<file path="config.mk">
export PLATFORM = sky130hd
export DESIGN_NAME = pc_sequencer
export DESIGN_NICKNAME = d
export VERILOG_FILES = /design/src/rtl/pc_seq_pkg.sv /design/src/rtl/fetch_skid.sv /design/src/rtl/pc_sequencer.sv
export SDC_FILE = /design/constraint.sdc
export NUM_CORES = 1
export LEC_CHECK = 0
export BUFFER_PORTS_ARGS = -buffer_cell sky130_fd_sc_hd__buf_2
export CORE_MARGIN = 2
export CORE_UTILIZATION = 57
export CTS_BUF_LIST = sky130_fd_sc_hd__clkbuf_8
export CTS_CLUSTER_DIAMETER = 120
export DETAILED_ROUTE_END_ITERATION = 6
export PLACE_DENSITY = 0.88
export SYNTH_ARGS = -nofsm -noshare
export SYNTH_HDL_FRONTEND = slang
export SYNTH_HIERARCHICAL = 1
export SYNTH_SLANG_ARGS = --single-unit
</file>
<file path="constraint.sdc">
create_clock -name clk -period 2.8 [get_ports clk]
set_clock_uncertainty 0.05 [all_clocks]
set_input_delay 0.42 -clock clk [delete_from_list [all_inputs] [get_ports clk]]
set_output_delay 0.42 -clock clk [all_outputs]
set_load 0.05 [all_outputs]
</file>
<file path="src/rtl/pc_seq_pkg.sv">
// Shared types and constants for the fetch-side PC sequencer.
package pc_seq_pkg;

  typedef enum logic [1:0] {
    FETCH    = 2'd0,
    REDIRECT = 2'd1,
    ERROR    = 2'd2
  } pc_seq_state_t;

  localparam int unsigned PC_STEP    = 4;
  localparam logic [31:0] ALIGN_MASK = 32'h0000_0003;

  // A target is unusable if it is not word aligned or does not fit in the PC.
  function automatic logic target_bad(input logic [31:0] target, input int unsigned pc_w);
    return ((target & ALIGN_MASK) != 32'd0) || ((target >> pc_w) != 32'd0);
  endfunction

endpackage

</file>
<file path="src/rtl/fetch_skid.sv">
// One-entry holding register for an instruction that returns while IF/ID is stalled.
module fetch_skid #(
  parameter int PC_W = 9
) (
  input  logic            clk,
  input  logic            reset,
  input  logic            load,
  input  logic            drain,
  input  logic            clear,
  input  logic [PC_W-1:0] load_pc,
  output logic            valid,
  output logic [PC_W-1:0] pc
);

  // NOTE: sequential state is assigned with <= so every register samples pre-edge values.
  always_ff @(posedge clk) begin
    if (reset || clear) begin
      valid <= 1'b0;
      pc    <= '0;
    end else if (load) begin
      valid <= 1'b1;
      pc    <= load_pc;
    end else if (drain) begin
      valid <= 1'b0;
    end
  end

endmodule

</file>
<file path="src/rtl/pc_sequencer.sv">
// Owns the fetch PC, sequences instruction-memory requests and applies branch redirects.
module pc_sequencer
  import pc_seq_pkg::*;
#(
  parameter int              PC_W     = 9,
  parameter logic [PC_W-1:0] RESET_PC = '0
) (
  input  logic            clk,
  input  logic            reset,
  input  logic            stall,
  input  logic            br_taken,
  input  logic [31:0]     br_target,
  output logic            imem_req,
  output logic [PC_W-1:0] imem_addr,
  input  logic            imem_ack,
  output logic [PC_W-1:0] pc,
  output logic            ifid_valid,
  output logic [PC_W-1:0] ifid_pc,
  output logic            flush,
  output logic            addr_err
);

  pc_seq_state_t   state_q, state_d;
  logic [PC_W-1:0] pc_q, pc_d, tgt_q, tgt_d, ifid_pc_d;
  logic            req_q, req_d, ifid_valid_d, flush_d, err_d;
  logic            acked, bad;
  logic            skid_load, skid_drain, skid_clear, skid_valid, skid_valid_d;
  logic [PC_W-1:0] skid_pc;

  fetch_skid #(.PC_W(PC_W)) u_skid (
    .clk     (clk),
    .reset   (reset),
    .load    (skid_load),
    .drain   (skid_drain),
    .clear   (skid_clear),
    .load_pc (pc_q),
    .valid   (skid_valid),
    .pc      (skid_pc)
  );

  // NOTE: every signal gets a default first so no path through the block infers a latch.
  always_comb begin
    state_d      = state_q;
    pc_d         = pc_q;
    tgt_d        = tgt_q;
    req_d        = req_q;
    ifid_valid_d = ifid_valid;
    ifid_pc_d    = ifid_pc;
    flush_d      = 1'b0;
    err_d        = addr_err;
    skid_load    = 1'b0;
    skid_drain   = 1'b0;
    skid_clear   = 1'b0;
    skid_valid_d = skid_valid;
    acked        = req_q && imem_ack;
    bad          = target_bad(br_target, PC_W);

    case (state_q)
      FETCH, REDIRECT: begin
        if (br_taken) begin
          flush_d      = 1'b1;
          ifid_valid_d = 1'b0;
          skid_clear   = 1'b1;
          if (bad) begin
            state_d = ERROR;
            err_d   = 1'b1;
            req_d   = 1'b0;
          end else if (!req_q || acked) begin
            pc_d    = br_target[PC_W-1:0];
            state_d = FETCH;
            req_d   = 1'b1;
          end else begin
            tgt_d   = br_target[PC_W-1:0];
            state_d = REDIRECT;
            req_d   = 1'b1;
          end
        end else if (state_q == REDIRECT) begin
          // Wrong-path request must still complete; its data is dropped.
          ifid_valid_d = 1'b0;
          req_d        = 1'b1;
          if (acked) begin
            pc_d    = tgt_q;
            state_d = FETCH;
          end
        end else begin
          if (stall) begin
            skid_load = acked;
          end else if (skid_valid) begin
            skid_drain   = 1'b1;
            ifid_valid_d = 1'b1;
            ifid_pc_d    = skid_pc;
          end else begin
            ifid_valid_d = acked;
            if (acked) ifid_pc_d = pc_q;
          end
          if (acked) pc_d = pc_q + PC_W'(PC_STEP);
          skid_valid_d = skid_load || (skid_valid && !skid_drain);
          // Outstanding requests persist; a new one waits while nowhere is free to land.
          req_d = (req_q && !acked) || !(skid_valid_d || (stall && ifid_valid_d));
        end
      end
      ERROR: begin
        req_d        = 1'b0;
        ifid_valid_d = 1'b0;
        err_d        = 1'b1;
      end
      default: state_d = FETCH;
    endcase
  end

  always_ff @(posedge clk) begin
    if (reset) begin
      state_q    <= FETCH;
      pc_q       <= RESET_PC;
      tgt_q      <= '0;
      req_q      <= 1'b0;
      ifid_valid <= 1'b0;
      ifid_pc    <= '0;
      flush      <= 1'b0;
      addr_err   <= 1'b0;
    end else begin
      state_q    <= state_d;
      pc_q       <= pc_d;
      tgt_q      <= tgt_d;
      req_q      <= req_d;
      ifid_valid <= ifid_valid_d;
      ifid_pc    <= ifid_pc_d;
      flush      <= flush_d;
      addr_err   <= err_d;
    end
  end

  assign imem_req  = req_q;
  assign imem_addr = pc_q;
  assign pc        = pc_q;

endmodule

</file>
==> impl_metrics.py, run 1 <==
metrics = {
    "cells_and_area": {
        "drive_above_1_share_pct": 29.3,
        "fill_cells": 291,
        "n_antenna_cell": 0,
        "multiInputGateArea_um2": 1100,
        "seq_area_um2": 861,
        "nets": 331,
        "syn_to_final_growth_pct": 15.9,
    },
    "worst_setup_path": {
        "crit_family": "compound AO/OA/AOI/OAI gates",
        "arrival_ns": 2.11,
        "critical_path.max_fanout": 9,
        "path_class": "reg2reg",
        "cp-end-kind": "flop",
        "crit_chain": "ha_1 > nand2_1 > or3_1 > a311oi_1 > a21oi_1 > a211oi_2",
        "cp.buffers_inverters": 0,
        "required_ns": 2.97,
        "cpMaxStageDelayCell": "dfxtp_1",
        "slowest_delay_ns": 0.53,
        "critical_path.startpoint_type": "flop",
    },
    "synth": {
        "synth_area_um2": 2150,
        "synth-edff-count": 0,
        "ys_seq_elements": 43,
        "yosysMostFrequentCell": "dfxtp_1",
        "netlist_top_cells_area": "dfxtp_1, mux2i_1, nor2_1, buf_4, a211oi_1",
        "avgSynthCellArea_um2": 8.95,
        "yosys.area.top_type": "dfxtp_1",
        "synthTopCellsByCount": "dfxtp_1, nor2_1, mux2i_1",
        "yosysSeqAreaShare_pct": 40.1,
        "syn-num-nets": 278,
        "synth_top_area_share_pct": 40.1,
        "async_flop_share_pct": 0,
        "synth_warnings": 6,
        "yosysUniqueCellTypes": 41,
        "synthesis.instances": 240,
        "synth_ff_type": "dfxtp_1",
    },
    "timing": {
        "min_period_ns": 1.95,
        "rsz0062_at_grt": "false",
        "relSlewSlack_pct": 53.7,
        "fin_crit_sh_pct": 69.5,
        "setup_viol": 0,
        "slew_violations": 0,
        "worst_pin_slew_ns": 0.695,
        "hold_slack_ns": 0.323,
        "setup_tns_ns": 0,
        "final_hold_viol_count": 0,
        "max_freq_mhz": 514,
    },
    "clock_tree": {
        "cts_sinks": 43,
        "cts_setup_buffers": 0,
        "h-tree-depth": 2,
        "clkLatencyLatePin_ns": 0.29,
        "clockRootBuffer": "clkbuf_8",
        "cts_made_buffers": 5,
        "clk_pin_slew_ns": 0.08,
        "cts_tree": "yes",
        "cts.repair.resized": 0,
        "clk_path_buf_depth": 2,
        "hold_buffers": 0,
    },
    "detailed_routing": {
        "vias_per_cell": 5.44,
        "drtIter0Drc": 126,
        "vias": 1862,
        "ant_nets": 0,
        "first_pass_iters": 4,
        "drc": 0,
        "wl_mm": 4.50,
        "wl_per_cell_um": 13.1,
    },
    "placement": {
        "place.gp.congestion": 0.814,
        "hpwl_mm": 3.26,
        "portBuffers": 67,
    },
    "grt": {
        "grt_max_degree": 28,
        "grt_use_total_pct": 23.1,
        "grt_pass1_vias": 1690,
        "grt_overflow": 0,
        "grt_pass1_wl_mm": 7.68,
        "antenna_found_initial": 0,
    },
    "power_and_ir_drop": {
        "peakVddDrop_v": 0.000269,
        "leakage_nw": 0.991,
        "p_per_area_nw_per_um2": 491,
    },
    "flow_run": {
        "maxCapViolCount": 0,
    },
    "min_path": {
        "hp-class": "in2reg",
    },
    "floorplanning": {
        "design.core.area_um2": 3630,
        "dieArea_um2": 4280,
        "io_pins": 68,
        "initial_utilization_pct": 59.1,
        "num_rows": 22,
        "die_w_um": 65.4,
        "die_h_um": 65.4,
    },
    "run_status": {
        "outcome": "complete, no violations",
    },
}
[report_power, final]
| group | leakage, nW | switching, mW | internal (mW) |
|---|---|---|---|
| sequential | 0.348 | 0.0223 | 0.624 |
| clock | 0.0453 | 0.209 | 0.171 |
| combinational | 0.597 | 0.132 | 0.0637 |
| total | 0.991 | 0.363 | 0.859 |
[metrics by stage]
stage	power [mW]	utilization, %	cells	worst slack [ns]	instance area, um2
6_report	1.22	68.5	342	0.854	2490
4_1_cts	1.23	68.5	342	0.852	2490
5_1_grt	1.27	68.5	342	0.685	2490
3_3_place_gp	0.852	66.2	334	0.779	2400
2_1_floorplan	0.810	-	240	0.751	2150
3_5_place_dp	0.856	66.2	334	0.652	2400
[sequential cells by signal, indices dropped and copies added (netlist names)]
register / cells
u_skid/pc: 9
imem_req: 1
imem_addr: 9
flush: 1
ifid_valid: 1
addr_err: 1
tgt_q: 9
ifid_pc: 9
state_q: 2
u_skid/valid: 1
[metal layers]
metal  up-vias  GRT usage [%]  part of all wire (%)
met5         -              0                     0
met4         0           7.81                   1.4
met3         6           5.82                   4.8
met2        52           39.0                    49
met1       852           28.6                    45
li1        952              -                     -
[worst register-to-register path, cell delays in order, from the launching register on]
cell and delay (ns):
dfxtp_1 0.53, ha_1 0.29, nand2_1 0.09, or3_1 0.32
a311oi_1 0.27, a21oi_1 0.10, a211oi_2 0.23
[layout by cell type (no fill, tap or decap), types with 6 or more instances in the layout]
master    count
o21ai_0       6
nor2_1       36
mux2i_1      27
buf_2        67
nor3_1        6
a21oi_1      13
nand2_1      12
nand2b_1      6
a211oi_1     12
dfxtp_1      43
[kinds of logic after synthesis]
family,Yosys count,synth area share (%)
AOI/OAI and AO/OA,47,15.1
xor gates and xnor gates,3,1.22
adders and majority gates,1,0.582
buffers and inverters,29,8.74
DFF,43,40.1
muxes,27,12.6
and+or+nand+nor,90,21.7
[area by class of cell]
type	instances	area share [%]
Tap cell	48	2.41
Timing Repair Buffer	72	15.0
Multi-Input combinational cell	168	44.2
Sequential cell	43	34.6
Clock buffer	5	2.76
Inverter	3	0.452
Clock inverter	3	0.653
[path summary, 6_finish.rpt]
check             depth (start not counted)         start           end  slack, ns
setup reg to reg                          6  imem_addr[2]  imem_addr[8]       0.85
hold reg to reg                           1      addr_err      addr_err       0.43
hold / removal                            3  br_target[6]      tgt_q[6]       0.32
setup / recovery                          6  imem_addr[2]  imem_addr[8]       0.85
(Power assumes the default switching activity.)
==> inputs of run 2 (changes only) <==
--- a/config.mk
+++ b/config.mk
@@ -7,11 +7,11 @@
 export LEC_CHECK = 0
 export BUFFER_PORTS_ARGS = -buffer_cell sky130_fd_sc_hd__buf_2
 export CORE_MARGIN = 2
-export CORE_UTILIZATION = 57
+export CORE_UTILIZATION = 53
 export CTS_BUF_LIST = sky130_fd_sc_hd__clkbuf_8
 export CTS_CLUSTER_DIAMETER = 120
 export DETAILED_ROUTE_END_ITERATION = 6
-export PLACE_DENSITY = 0.88
+export PLACE_DENSITY = 0.83
 export SYNTH_ARGS = -nofsm -noshare
 export SYNTH_HDL_FRONTEND = slang
 export SYNTH_HIERARCHICAL = 1
==> constraint.sdc (replaced) <==
create_clock -name clk -period 2 [get_ports clk]
set_clock_uncertainty 0.05 [all_clocks]
set_input_delay 0.3 -clock clk [delete_from_list [all_inputs] [get_ports clk]]
set_output_delay 0.3 -clock clk [all_outputs]
set_load 0.05 [all_outputs]
==> impl_metrics.py, run 2 (synthesized netlist as in run 1, its figures left out) <==
metrics = {
    "timing": {
        "max_freq_mhz": 555,
        "relSlewSlack_pct": 66.6,
        "min_period_ns": 1.80,
        "fin_crit_sh_pct": 90.0,
        "setup_viol": 0,
        "final_hold_viol_count": 0,
        "rsz0062_at_grt": "false",
        "setup_tns_ns": 0,
        "slew_violations": 0,
        "fin_ws_ns": 0.199,
        "worst_pin_slew_ns": 0.501,
    },
    "clock_tree": {
        "cts_sinks": 43,
        "cts_made_buffers": 5,
        "hold_buffers": 0,
        "clockRootBuffer": "clkbuf_8",
        "cts_tree": "yes",
        "clk_path_buf_depth": 2,
        "cts_setup_buffers": 0,
        "clk_pin_slew_ns": 0.08,
        "clkLatencyLatePin_ns": 0.31,
        "h-tree-depth": 2,
        "cts.repair.resized": 0,
    },
    "detailed_routing": {
        "vias_per_cell": 5.37,
        "first_pass_iters": 4,
        "drtIter0Drc": 126,
        "wl_per_cell_um": 13.0,
        "ant_nets": 0,
        "vias": 1890,
        "drc": 0,
        "wl_mm": 4.56,
    },
    "cells_and_area": {
        "n_antenna_cell": 0,
        "drive_above_1_share_pct": 32.1,
        "layout_common_cells": "buf_2, dfxtp_1, nor2_1",
        "nets": 339,
        "fin_area_um2": 2580,
        "fill_cells": 339,
        "final_common_cell": "buf_2",
        "syn_to_final_growth_pct": 20.2,
    },
    "power_and_ir_drop": {
        "peakVddDrop_v": 0.000447,
        "leakage_nw": 1.05,
        "p_per_area_nw_per_um2": 726,
    },
    "min_path": {
        "hp-class": "in2reg",
    },
    "floorplanning": {
        "design.core.area_um2": 3940,
        "die_w_um": 67.7,
        "initial_utilization_pct": 54.5,
        "die_h_um": 67.7,
        "io_pins": 68,
        "dieArea_um2": 4580,
        "num_rows": 23,
    },
    "grt": {
        "grt_use_total_pct": 22.9,
        "grt_pass1_wl_mm": 7.83,
        "grt_pass1_vias": 1710,
        "grt_max_degree": 24,
        "grt_overflow": 0,
        "antenna_found_initial": 0,
    },
    "worst_setup_path": {
        "arrival_ns": 1.98,
        "required_ns": 2.18,
        "critical_path.max_fanout": 8,
        "path_class": "reg2reg",
        "cp-end-kind": "flop",
        "critical_path.startpoint_type": "flop",
    },
    "run_status": {
        "outcome": "complete, no violations",
    },
    "placement": {
        "hpwl_mm": 3.42,
        "place.gp.congestion": 0.805,
        "post-place-ws_ns": 0.0390,
        "portBuffers": 67,
        "placed_area_um2": 2470,
    },
    "flow_run": {
        "maxCapViolCount": 0,
    },
}
-- run 2: cell count changes in the layout (fill, tap and decap cells not counted), sizes merged --
cell / previous run / this run
buf: 72 / 80
bufinv: 0 / 1
clkinv: 1 / 2
clkinvlp: 1 / 0
inv: 4 / 3
-- run 2: power breakdown --
part | switching [mW] | leakage, nW | internal (mW) | total [mW]
Clock | 0.310 | 0.0581 | 0.372 | 0.681
Combinational | 0.201 | 0.639 | 0.102 | 0.303
Sequential | 0.0176 | 0.349 | 0.875 | 0.892
-- run 2: layer usage --
layer	track usage [%]	wire, um	up-vias
met3	8.17	244	5
met4	8.93	49	0
met1	28.7	2060	875
li1	-	-	969
met2	35.8	2210	41
met5	0	0	-
-- run 2: path summary, 6_finish.rpt --
| path | start | endpoint | slack (ns) | cells past startpoint |
|---|---|---|---|---|
| setup / recovery | imem_addr[3] | imem_addr[8] | 0.20 | 6 |
| hold / removal | br_target[5] | tgt_q[5] | 0.20 | 3 |
| setup reg to reg | imem_addr[3] | imem_addr[8] | 0.20 | 6 |
| hold reg to reg | tgt_q[0] | tgt_q[0] | 0.43 | 1 |
-- run 2: through the flow --
step / hold WS (ns) / std cells / power (mW) / util, %
6_report: 0.196 / 352 / 1.88 / 65.5
2_1_floorplan: 0.397 / 240 / 1.14 / -
4_1_cts: 0.195 / 352 / 1.89 / 65.5
5_1_grt: 0.203 / 352 / 1.96 / 65.5
3_3_place_gp: 0.412 / 344 / 1.21 / 62.6
3_5_place_dp: 0.418 / 344 / 1.21 / 62.6
-- run 2: critical path, stage by stage (launching register included) --
cell and delay, ns:
dfxtp_2 0.41, ha_1 0.24, nand2_1 0.09, or3_1 0.33
a311oi_1 0.30, a21oi_1 0.10, a211oi_2 0.21
-- run 2: final cells by class --
| cell class | count | area (um2) | share of cell area (%) |
|---|---|---|---|
| well taps | 50 | 62.6 | 2.42 |
| flip-flops and latches | 43 | 863 | 33.4 |
| repair buffers | 80 | 433 | 16.8 |
| inverters | 3 | 11.3 | 0.436 |
| multi-input cells | 168 | 1100 | 42.6 |
| clock buffers | 5 | 68.8 | 2.66 |
| clock inverters | 3 | 43.8 | 1.70 |
